File: config.mk
export PLATFORM = sky130hd
export DESIGN_NAME = jvm_exec_unit
export DESIGN_NICKNAME = d
export VERILOG_FILES = /design/src/rtl/jvm_exec_unit.sv
export SDC_FILE = /design/constraint.sdc
export NUM_CORES = 2
export LEC_CHECK = 0
export ABC_CLOCK_PERIOD_IN_PS = 7200
export CAP_MARGIN = 25
export CELL_PAD_IN_SITES_DETAIL_PLACEMENT = 0
export CELL_PAD_IN_SITES_GLOBAL_PLACEMENT = 1
export CORE_MARGIN = 1.5
export CORE_UTILIZATION = 48
export CTS_BUF_LIST = sky130_fd_sc_hd__clkbuf_4
export CTS_CLUSTER_SIZE = 12
export DETAILED_ROUTE_END_ITERATION = 12
export PLACE_DENSITY = 0.81
export SLEW_MARGIN = 0
export SYNTH_ARGS = -nofsm -noshare
export SYNTH_HDL_FRONTEND = slang
export SYNTH_SLANG_ARGS = --single-unit
File: constraint.sdc
create_clock -name clk -period 7.2 [get_ports clk]
set_input_delay 2.16 -clock clk [delete_from_list [all_inputs] [get_ports clk]]
set_output_delay 2.16 -clock clk [all_outputs]
set_load 0.01 [all_outputs]
File: src/rtl/jvm_exec_unit.sv
// Execution core of the bali Java-bytecode CPU: sequencing FSM plus a registered
// 32-bit evaluation stack. One instruction at a time; op_done pulses with the PC increment.
module jvm_exec_unit #(
  parameter int DEPTH = 16,
  parameter int DW    = 32
) (
  input  logic                         clk,
  input  logic                         rst,
  input  logic [7:0]                   op_code,
  input  logic [7:0]                   arg1,
  input  logic [7:0]                   arg2,
  output logic [15:0]                  offset,
  output logic                         op_done,
  output logic                         illegal_op,
  output logic [DW-1:0]                tos,
  output logic [$clog2(DEPTH+1)-1:0]   depth,
  output logic                         stack_err
);

  localparam int DEPW = $clog2(DEPTH+1);
  localparam int IW   = $clog2(DEPTH);
  localparam logic [DEPW-1:0] D_ONE  = DEPW'(1);
  localparam logic [DEPW-1:0] D_FULL = DEPW'(DEPTH);
  localparam logic [DEPW-1:0] D_ZERO = DEPW'(0);
  localparam logic [DW-1:0]   W_ZERO = DW'(0);
  localparam logic [DW-1:0]   W_THREE = DW'(3);

  typedef enum logic [2:0] {
    S_DECODE = 3'd0, S_POP2 = 3'd1, S_POP1 = 3'd2,
    S_EXEC   = 3'd3, S_PUSH = 3'd4, S_DONE = 3'd5
  } state_t;

  function automatic logic [1:0] pops_of(input logic [7:0] op);
    case (op)
      8'h57, 8'h74, 8'h99, 8'h9A:                         return 2'd1;
      8'h5F, 8'h60, 8'h64, 8'h68, 8'h7E, 8'h80, 8'h82,
      8'h9F, 8'hA0, 8'hA1:                                return 2'd2;
      default:                                            return 2'd0;
    endcase
  endfunction

  function automatic logic pushes_of(input logic [7:0] op);
    case (op)
      8'h02, 8'h03, 8'h04, 8'h05, 8'h06, 8'h07, 8'h08,
      8'h10, 8'h11, 8'h59, 8'h5F, 8'h60, 8'h64, 8'h68,
      8'h7E, 8'h80, 8'h82, 8'h74:                         return 1'b1;
      default:                                            return 1'b0;
    endcase
  endfunction

  function automatic logic is_exec(input logic [7:0] op);
    case (op)
      8'h60, 8'h64, 8'h68, 8'h7E, 8'h80, 8'h82, 8'h74:    return 1'b1;
      default:                                            return 1'b0;
    endcase
  endfunction

  function automatic logic is_legal(input logic [7:0] op);
    case (op)
      8'h00, 8'h57, 8'hA7, 8'h99, 8'h9A, 8'h9F, 8'hA0, 8'hA1: return 1'b1;
      default:                                                return pushes_of(op);
    endcase
  endfunction

  function automatic logic [DW-1:0] alu(input logic [7:0] op, input logic [DW-1:0] a,
                                        input logic [DW-1:0] b);
    case (op)
      8'h60:   return a + b;
      8'h64:   return a - b;
      8'h68:   return a * b;
      8'h7E:   return a & b;
      8'h80:   return a | b;
      8'h82:   return a ^ b;
      8'h74:   return W_ZERO - b;
      default: return W_ZERO;
    endcase
  endfunction

  state_t              state_r, state_next_s;
  logic [7:0]          op_r, cur_op_s;
  logic [DW-1:0]       val1_r, val2_r, res_r, top_s, push_val_s;
  logic [DW-1:0]       mem_r [DEPTH];
  logic [DEPW-1:0]     depth_r;
  logic [IW-1:0]       top_idx_s;
  logic                swap_2nd_r, err_r, pop_s, push_s, taken_s;
  logic                op_done_r, illegal_r;
  logic [15:0]         offset_r, off_s;

  // Decode, stack read port, next-state and retire values.
  always_comb begin
    cur_op_s     = (state_r == S_DECODE) ? op_code : op_r;
    top_idx_s    = IW'(depth_r - D_ONE);
    top_s        = (depth_r == D_ZERO) ? W_ZERO : mem_r[top_idx_s];
    pop_s        = (state_r == S_POP2) || (state_r == S_POP1);
    push_s       = (state_r == S_PUSH);
    state_next_s = S_DECODE;
    push_val_s   = res_r;
    taken_s      = 1'b0;
    off_s        = 16'd1;
    case (state_r)
      S_DECODE: begin
        if (pops_of(cur_op_s) != 2'd0) state_next_s = S_POP2;
        else if (pushes_of(cur_op_s))  state_next_s = S_PUSH;
        else                           state_next_s = S_DONE;
      end
      S_POP2: begin
        if (pops_of(cur_op_s) == 2'd2) state_next_s = S_POP1;
        else if (is_exec(cur_op_s))    state_next_s = S_EXEC;
        else if (pushes_of(cur_op_s))  state_next_s = S_PUSH;
        else                           state_next_s = S_DONE;
      end
      S_POP1: begin
        if (is_exec(cur_op_s))         state_next_s = S_EXEC;
        else if (pushes_of(cur_op_s))  state_next_s = S_PUSH;
        else                           state_next_s = S_DONE;
      end
      S_EXEC:  state_next_s = S_PUSH;
      S_PUSH: begin
        if ((cur_op_s == 8'h5F) && !swap_2nd_r) state_next_s = S_PUSH;
        else                                    state_next_s = S_DONE;
      end
      S_DONE:  state_next_s = S_DECODE;
      default: state_next_s = S_DECODE;
    endcase
    case (cur_op_s)
      8'h02, 8'h03, 8'h04, 8'h05, 8'h06, 8'h07, 8'h08:
               push_val_s = {{(DW-8){1'b0}}, cur_op_s} - W_THREE;
      8'h10:   push_val_s = {{(DW-8){arg1[7]}}, arg1};
      8'h11:   push_val_s = {{(DW-16){arg1[7]}}, arg1, arg2};
      8'h59:   push_val_s = top_s;
      8'h5F:   push_val_s = swap_2nd_r ? val1_r : val2_r;
      default: push_val_s = res_r;
    endcase
    // Branch operands: ifeq/ifne resolve in POP2, if_icmp* in POP1 with value1 on the read port.
    case (cur_op_s)
      8'h99:   taken_s = (top_s == W_ZERO);
      8'h9A:   taken_s = (top_s != W_ZERO);
      8'h9F:   taken_s = (top_s == val2_r);
      8'hA0:   taken_s = (top_s != val2_r);
      8'hA1:   taken_s = ($signed(top_s) < $signed(val2_r));
      default: taken_s = 1'b0;
    endcase
    case (cur_op_s)
      8'h10:                              off_s = 16'd2;
      8'h11:                              off_s = 16'd3;
      8'hA7:                              off_s = {arg1, arg2};
      8'h99, 8'h9A, 8'h9F, 8'hA0, 8'hA1:  off_s = taken_s ? {arg1, arg2} : 16'd3;
      default:                            off_s = 16'd1;
    endcase
  end

  // Control state, operand latches, stack pointer and registered retire outputs.
  always_ff @(posedge clk) begin
    if (rst) begin
      state_r    <= S_DECODE;
      op_r       <= 8'h00;
      val1_r     <= W_ZERO;
      val2_r     <= W_ZERO;
      res_r      <= W_ZERO;
      swap_2nd_r <= 1'b0;
      depth_r    <= D_ZERO;
      err_r      <= 1'b0;
      op_done_r  <= 1'b0;
      offset_r   <= 16'd0;
      illegal_r  <= 1'b0;
    end else begin
      state_r    <= state_next_s;
      swap_2nd_r <= push_s && (state_next_s == S_PUSH);
      if (state_r == S_DECODE) op_r   <= op_code;
      if (state_r == S_POP2)   val2_r <= top_s;
      if (state_r == S_POP1)   val1_r <= top_s;
      if (state_r == S_EXEC)   res_r  <= alu(op_r, val1_r, val2_r);
      if (pop_s) begin
        if (depth_r == D_ZERO) err_r   <= 1'b1;
        else                   depth_r <= depth_r - D_ONE;
      end else if (push_s) begin
        if (depth_r == D_FULL) err_r   <= 1'b1;
        else                   depth_r <= depth_r + D_ONE;
      end
      op_done_r <= (state_next_s == S_DONE);
      offset_r  <= (state_next_s == S_DONE) ? off_s : 16'd0;
      illegal_r <= (state_next_s == S_DONE) && !is_legal(cur_op_s);
    end
  end

  // Stack storage; an overflowing push is dropped.
  always_ff @(posedge clk) begin
    if (!rst && push_s && (depth_r != D_FULL)) mem_r[depth_r[IW-1:0]] <= push_val_s;
  end

  assign offset     = offset_r;
  assign op_done    = op_done_r;
  assign illegal_op = illegal_r;
  assign tos        = top_s;
  assign depth      = depth_r;
  assign stack_err  = err_r;

endmodule

==> PnR_summary.wiki <==
{| class="wikitable"
! Metric !! Value
|-
| Beginning of the worst register-to-register path || val1_r[15]$_SDFFE_PP0N_
|-
| Run status || finished with violations
|-
| Routability congestion estimate || slightly above 1
|-
| Post-synth EDFFs || 512
|-
| Data arrival time of the critical path || between 8000 and 9000 ps
|-
| Via-to-Cell Ratio || roughly 6
|-
| Count of routing violations after the opening detailed-route iteration || between 3000 and 4000
|-
| Wire length of the first global-routing pass || approximately 230000 um
|-
| Switching portion of total power || 0.415
|-
| Boundary Pins || between 80 and 90
|-
| All-Layer GR Usage || 0.321
|-
| Top layer reached by signal wires || met4
|-
| Number of global-route vias before repair || 35800
|-
| Worst r2r path cells || 26
|-
| Power density over the cells || slightly above 300 nW/um^2
|-
| DRC violation count after routing || 0
|-
| Sum of met2 wire segment lengths after detailed routing || 73400 um
|-
| Root cell of the clock tree || clkbuf_4
|-
| Post-synth top area share || 0.329
|-
| Register bit total from synthesis || between 600 and 700
|-
| Clock transition at the registers of the reported paths || ~70 ps
|-
| Largest buffer count on any clock path || 3
|-
| HPWL after DPL || 118000 um
|-
| Vertical extent of the die || around 310 um
|-
| Req. time, crit path || around 8000 ps
|-
| Clock tree from TritonCTS || done
|-
| Reported leakage power || 21.1 nW
|-
| Area after DPL || a little over 50000 um^2
|-
| Core Box Area || 96600 um^2
|-
| First-pass iteration count of the detailed router || 8
|-
| Post-synthesis cell type with the largest combined area || edfxtp_1
|-
| RSZ-0062 raised after global routing || true
|-
| Main synth FF type || edfxtp_1
|-
| Sequential fraction of the synthesis area || 0.386
|-
| # fillers || 8264
|-
| Area enclosed by the die boundary || around 99000 um^2
|-
| Synth Instances || 4179
|-
| Fraction of layout instances using a drive strength above 1 || 0.210
|-
| Latest clock arrival within the worst-skew pair || 1020 ps
|-
| Hold Path End || res_r[8]$_SDFFE_PP0N_
|-
| Residual overflow from global routing || 0
|-
| Internal cell power || about 0.0098 W
|-
| Final design instance area without fill || roughly 54000 um^2
|-
| Total placed cells including tap cells || between 5000 and 6000
|-
| Maximum clock frequency || approximately 0.14 GHz
|-
| Net count of the mapped netlist || approximately 5000
|-
| Relative slew slack || 0.265
|-
| Net Sw Power || between 0.006 and 0.007 W
|-
| Setup slack after placement || -477 ps
|-
| Clock buffer count from CTS || about 160
|-
| Capture instance of the worst register-to-register path || res_r[31]$_SDFFE_PP0N_
|-
| Violated checks || negative setup slack
|-
| Maximum vdd drop || 0.000383 V
|-
| Worst-case register-to-register setup slack || -50 ps
|-
| Number of antenna violations at the first check in global routing || 3
|-
| Largest cells by area after synthesis || edfxtp_1 (33%), fa_1 (18%), mux4_2 (7.7%), ha_1 (6.9%), dfxtp_1 (5.7%)
|-
| Synthesized cell area || 46700 um^2
|-
| Synthesis Warnings || 0
|-
| Antenna Violating Nets Remaining || 0
|-
| Final min period || 7250 ps
|-
| Final period utilization || 1.01
|-
| Endpoints failing hold || 0
|-
| Biggest fanout along the worst timing path || 4
|-
| Average detailed-routed wire length per instance || 26.1 um
|-
| Largest stage delay, worst path || 570 ps
|-
| Number of rows in the core area || 114
|-
| Comb power frac || 0.533
|-
| Slowest cell on the critical path || fa_1
|-
| Met3 WL post-DR || between 10000 and 15000 um
|-
| Critical Setup Path Class || register to register
|-
| H-tree depth || 4
|-
| Post-layout net count || 5292
|-
| Transition at the pin with the smallest max-transition slack || 1100 ps
|-
| Clock sinks || between 600 and 700
|-
| Starting utilization of the core area || 0.483
|-
| Setup violators final || 3
|-
| Max capacitance violation total || 0
|-
| Number of cells on the worst hold path || 2
|-
| Hold_buf cts || 0
|-
| Avg Inst Size Synth || roughly 11 um^2
|-
| Clock share of power || 0.179
|-
| Non-filler cells, final || approximately 6000
|-
| Maximum number of pins on one net before global-route repair || 83
|-
| Most common cell after layout, fill and taps aside || edfxtp_1
|-
| Fraction of synthesis flops using an asynchronous set or reset pin || 0
|-
| Min-delay worst type || register to register
|-
| Max-slew violations || 0
|-
| Chip width || 315 um
|-
| Metal-1 WL || between 60000 and 70000 um
|-
| Yosys cell types || 84
|-
| Start point of the worst hold path || res_r[8]$_SDFFE_PP0N_
|-
| CP most frequent cell || fa_1
|-
| Sort of element at the end of the critical path || register
|-
| Final Skew || between 50 and 60 ps
|-
| Port buffer count || 81
|-
| Synthesis-to-finish area growth || 15.6%
|-
| Overall via count from detail_route || between 30000 and 40000
|-
| Startpoint types || register
|-
| Worst setup margin || -49.8 ps
|-
| Worst hold slack across all endpoints || roughly 460 ps
|-
| Highest-count cells in the layout ignoring fill and taps || edfxtp_1 (512), nand2_1 (463), inv_1 (447)
|-
| Wire length after detailed routing || roughly 160000 um
|-
| Sequential Power Share || 0.288
|}
[synthesized netlist by cell type (all sizes together), types with 42 or more instances]
cell type and instances:
dfxtp 132, ha 259, mux4 160, xnor2 103, nand2 463, a21oi 243
xor2 42, inv 472, nor2b 46, nor2 480, buf 61, clkbuf 168
a21o 43, fa 410, mux2i 54, edfxtp 512, o21ai 111
[state kept, by name (all words and copies together) (netlist names)]
name / count
mem_r: 512
res_r: 32
val1_r: 32
val2_r: 32
offset: 16
op_r: 8
depth: 5
state_r: 3
illegal_op: 1
op_done: 1
stack_err: 1
swap_2nd_r: 1
[timing repair]
action                                  in CTS  in global routing
gates resized for setup                     75                 68
pin swaps                                   17                 18
endpoints found under the setup margin      10                 15
cloned                                       1                  0
setup buffers                                3                  3
[how the worst max path moves through the flow]
stage	from	slack, ps	cells after the start	to
after detailed placement	val2_r[5]$_SDFFE_PP0P_	-480	27	res_r[30]$_SDFFE_PP0N_
after global routing	val1_r[9]$_SDFFE_PP0N_	-300	26	res_r[30]$_SDFFE_PP0N_
after global placement	val2_r[5]$_SDFFE_PP0P_	-420	27	res_r[30]$_SDFFE_PP0N_
after floorplan	val2_r[4]$_SDFFE_PP0P_	2	25	res_r[30]$_SDFFE_PP0N_
after CTS	val1_r[16]$_SDFFE_PP0N_	-10	26	res_r[29]$_SDFFE_PP0N_
final	val1_r[15]$_SDFFE_PP0N_	-50	26	res_r[31]$_SDFFE_PP0N_
[per-stage QoR]
stage	TNS, ps	utilization	power, W
2_1_floorplan	0	-	0.0101
5_1_grt	-1620	0.559	0.0175
3_5_place_dp	-2350	0.533	0.0136
6_report	-103	0.559	0.0168
4_1_cts	-14.8	0.556	0.0167
3_3_place_gp	-1730	0.533	0.0136
[power by group through the flow]
| stage | clock (W) | combinational, W | sequential, W |
|---|---|---|---|
| 2_1_floorplan | 0 | 0.00525 | 0.00485 |
| 3_5_place_dp | 0 | 0.00874 | 0.00491 |
| 4_1_cts | 0.00307 | 0.00879 | 0.00483 |
| 6_report | 0.00300 | 0.00894 | 0.00484 |
| 3_3_place_gp | 0 | 0.00868 | 0.00489 |
| 5_1_grt | 0.00324 | 0.00942 | 0.00485 |
[layer usage]
metal	global-route usage	vias to the layer above
met3	0.0562	309
li1	-	15300
met1	0.435	17600
met2	0.514	1798
met5	0	-
met4	0.126	0
[kinds of logic after synthesis]
logic type,after synthesis,synth area share
AOI/OAI and AO/OA,614,0.0845
buffers and inverters,711,0.0596
DFF,644,0.386
adders and majority gates,669,0.245
xor gates and xnor gates,145,0.0272
muxes,217,0.0896
and+or+nand+nor,1179,0.108
[worst max-delay path: cells and delay by family (launching register included)]
kind	cells	cell delay, ps
adder cells (fa/ha/maj)	9	4330
AO/OA/AOI/OAI	6	1500
AND/OR/NAND/NOR	4	400
buffers and inverters	6	350
flip-flops	1	340
XOR/XNOR	1	160
[layout make-up]
class	instances	area [um^2]	area share
Antenna cell	1	2.50	0.0000464
Timing Repair inverter	1	7.51	0.000139
Timing Repair Buffer	488	4050	0.0751
Clock buffer	222	1670	0.0309
Inverter	482	1830	0.0339
Multi-Input combinational cell	2824	26400	0.490
Sequential cell	644	18100	0.335
Tap cell	1276	1600	0.0296
Clock inverter	57	308	0.00571
(Power assumes the default switching activity.)
==> RTL edit, RTL diff (config.mk and constraints unchanged) <==
Encoding of `state_t`: now one-hot (6 bits for 6 states).
--- a/src/rtl/jvm_exec_unit.sv
+++ b/src/rtl/jvm_exec_unit.sv
@@ -25,9 +25,9 @@
   localparam logic [DW-1:0]   W_ZERO = DW'(0);
   localparam logic [DW-1:0]   W_THREE = DW'(3);
 
-  typedef enum logic [2:0] {
-    S_DECODE = 3'd0, S_POP2 = 3'd1, S_POP1 = 3'd2,
-    S_EXEC   = 3'd3, S_PUSH = 3'd4, S_DONE = 3'd5
+  typedef enum logic [5:0] {
+    S_DECODE = 6'b000001, S_POP2 = 6'b000010, S_POP1 = 6'b000100,
+    S_EXEC   = 6'b001000, S_PUSH = 6'b010000, S_DONE = 6'b100000
   } state_t;
 
   function automatic logic [1:0] pops_of(input logic [7:0] op);
Check against the original RTL: same outputs for any inputs over 4 cycles, from zero or initial values and one cycle with rst high; so few cycles prove little.
==> RTL edit against the original RTL <==
- sequential cell count increased by 3
- clock skew grew 0.053 ns
- area after synthesis is 0.13% higher
- cell area grew 0.41%
- worst setup slack gained 0.16 ns
- routed wire length rose by 3.8%
Power is not compared: it rests on default switching activity, and its combinational part moved more than twofold at a synthesized area within 25%.
==> RTL edit: results (changes against the original RTL) <==
* Clk Latency, worst-skew pair at 1.07 ns (was 1.02 ns)
* Reg2reg path depth at 22 (was 26)
* Port buffer count at 81 (unchanged)
* Critical Path Fanout Max at 6 (was 4)
* Syn_area_per_cell at 11.11 um2 (was 11.17 um2)
* Drt via density at 5.970 (was 5.848)
* Sequential power at 4.72 mW
* Yosys cell types at 87 (was 84)
* Outcome: finished, final reports clean (was finished, violations left)
* Share of layout cells above drive strength 1 at 0.2023 (was 0.2103)
* Main synth FF type: edfxtp_1 (unchanged)
* CTS max path bufs at 3 (unchanged)
* Pin count of the biggest net entering global routing at 68 (was 83)
* XOR/XNOR Fraction of Synth Area at 0.02737 (was 0.02722)
* Worst Hold Class: flop to flop (unchanged)
* Top post-synthesis cells by count: nand2_1, edfxtp_1, inv_1 (was edfxtp_1, nor2_1, inv_1)
* Net count, final at 5271 (was 5292)
* Largest stage delay, worst path at 0.58 ns
* Worst EP arrival at 7.96 ns (was 8.14 ns)
* Net Sw Frac at 0.3313
* H-tree Lvls at 4 (unchanged)
* HPWL after DPL at 119100 um (was 117500 um)
* Reg clk slew, reported paths at 0.07 ns (about the same)
* Compound-cell area share of the yosys netlist at 0.08655 (was 0.08446)
* Internal Power at 7.185 mW
* Clock skew at 0.1062 ns (was 0.05336 ns)
* GRT Overall Usage at 0.3318 (was 0.3206)
* Initial detailed-routing violation count at 3701 (was 3683)
* Leak pwr at 20.87 nW
* Total combinational power at 2.85 mW
* Post-synth EDFFs at 512 (unchanged)
* Post-synthesis async set-or-reset flop share at 0 (unchanged)
* CTS root buf: clkbuf_4 (unchanged)
* Largest register FFs at 512 (unchanged)
* DP Area at 51080 um2 (was 51440 um2)
* Initial antenna violation count at 4 (was 3)
* Pre-antenna DRT Iters at 6 (was 8)
* First-pass GRT wire length at 238400 um (was 231600 um)
* Main area contributors after synthesis: edfxtp_1, fa_1, mux4_2 (unchanged)
* Gpl congestion at 1.012 (was 1.018)
* Fill count at 8179 (was 8264)
* Yosys warns at 0 (unchanged)
* Max_slew headroom at 0.3321 (was 0.2651)
* Maximum VDD drop at 0.0002528 V
* Post-synthesis adder-cell area fraction at 0.2450 (was 0.2453)
* TritonCTS Buffers at 163 (was 156)
* Seq/Total Area, Yosys at 0.3869 (was 0.3861)
* Post-Place Cells at 5661 (was 5708)
* Critical Path Slowest Stage Cell: fa_1 (unchanged)
* Crit path max-delay family: adder cells (unchanged)
* WL per Instance at 27.12 um (was 26.08 um)
* Syn_nets at 4901 (was 4874)
* Count leader, synth: nand2_1 (was edfxtp_1)
* Post-Place Setup Slack at -0.3586 ns (was -0.4775 ns)
* Routed wire length at 162300 um (was 156400 um)
* Min-Delay Path Depth at 2 (unchanged)
* Mux share of post-synthesis cell area at 0.08617 (was 0.08961)
[RTL edit: cell count changes after synthesis, sizes merged, moves of 7 or more]
cell | unedited run | this run
and2 | 9 | 26
nor2 | 480 | 452
a221o | 21 | 2
o21ai | 111 | 121
mux2i | 54 | 40
inv | 472 | 464
o221ai | 10 | 3
nand2 | 463 | 517
a221oi | 9 | 25
a21oi | 243 | 234
o22a | 6 | 17
[RTL edit: layout make-up]
cell class / instances / area (um2) / area share
Sequential cell: 647 / 18110 / 0.3345
Clock inverter: 73 / 434.2 / 0.008017
Timing Repair Buffer: 429 / 3812 / 0.07039
Antenna cell: 3 / 7.507 / 0.0001386
Clock buffer: 222 / 1667 / 0.03077
Multi-Input combinational cell: 2862 / 26720 / 0.4935
Inverter: 473 / 1802 / 0.03327
Tap cell: 1276 / 1597 / 0.02948
[RTL edit: layer usage]
layer	share of wire	vias to the layer above	GRT usage
li1	-	15320	-
met1	0.38	18044	0.4277
met2	0.47	1920	0.5402
met3	0.091	441	0.05822
met4	0.056	4	0.1679
met5	0.00015	-	0
[RTL edit: cells by family after synthesis]
group,Yosys count
and+or+nand+nor,1212
AOI/OAI and AO/OA,633
DFF,647
adders and majority gates,669
buffers and inverters,697
muxes,202
xor gates and xnor gates,146
[RTL edit: worst min-delay path: stages, from the launching register on]
cell and delay [ns]:
dfxtp_1 0.32, nand2_1 0.05, a21oi_1 0.06
[RTL edit: final timing paths]
check,start,end,slack (ns)
setup / recovery,val1_r[12],res_r[29],0.11
hold / removal,res_r[18],res_r[18],0.47
setup reg to reg,val1_r[12],res_r[29],0.11
hold reg to reg,res_r[18],res_r[18],0.47
[RTL edit: repair_timing]
item / in CTS / in global routing
pin swaps: 29 / 66
gates resized for setup: 61 / 137
endpoints found under the setup margin: 8 / 14
setup buffers: 17 / 10
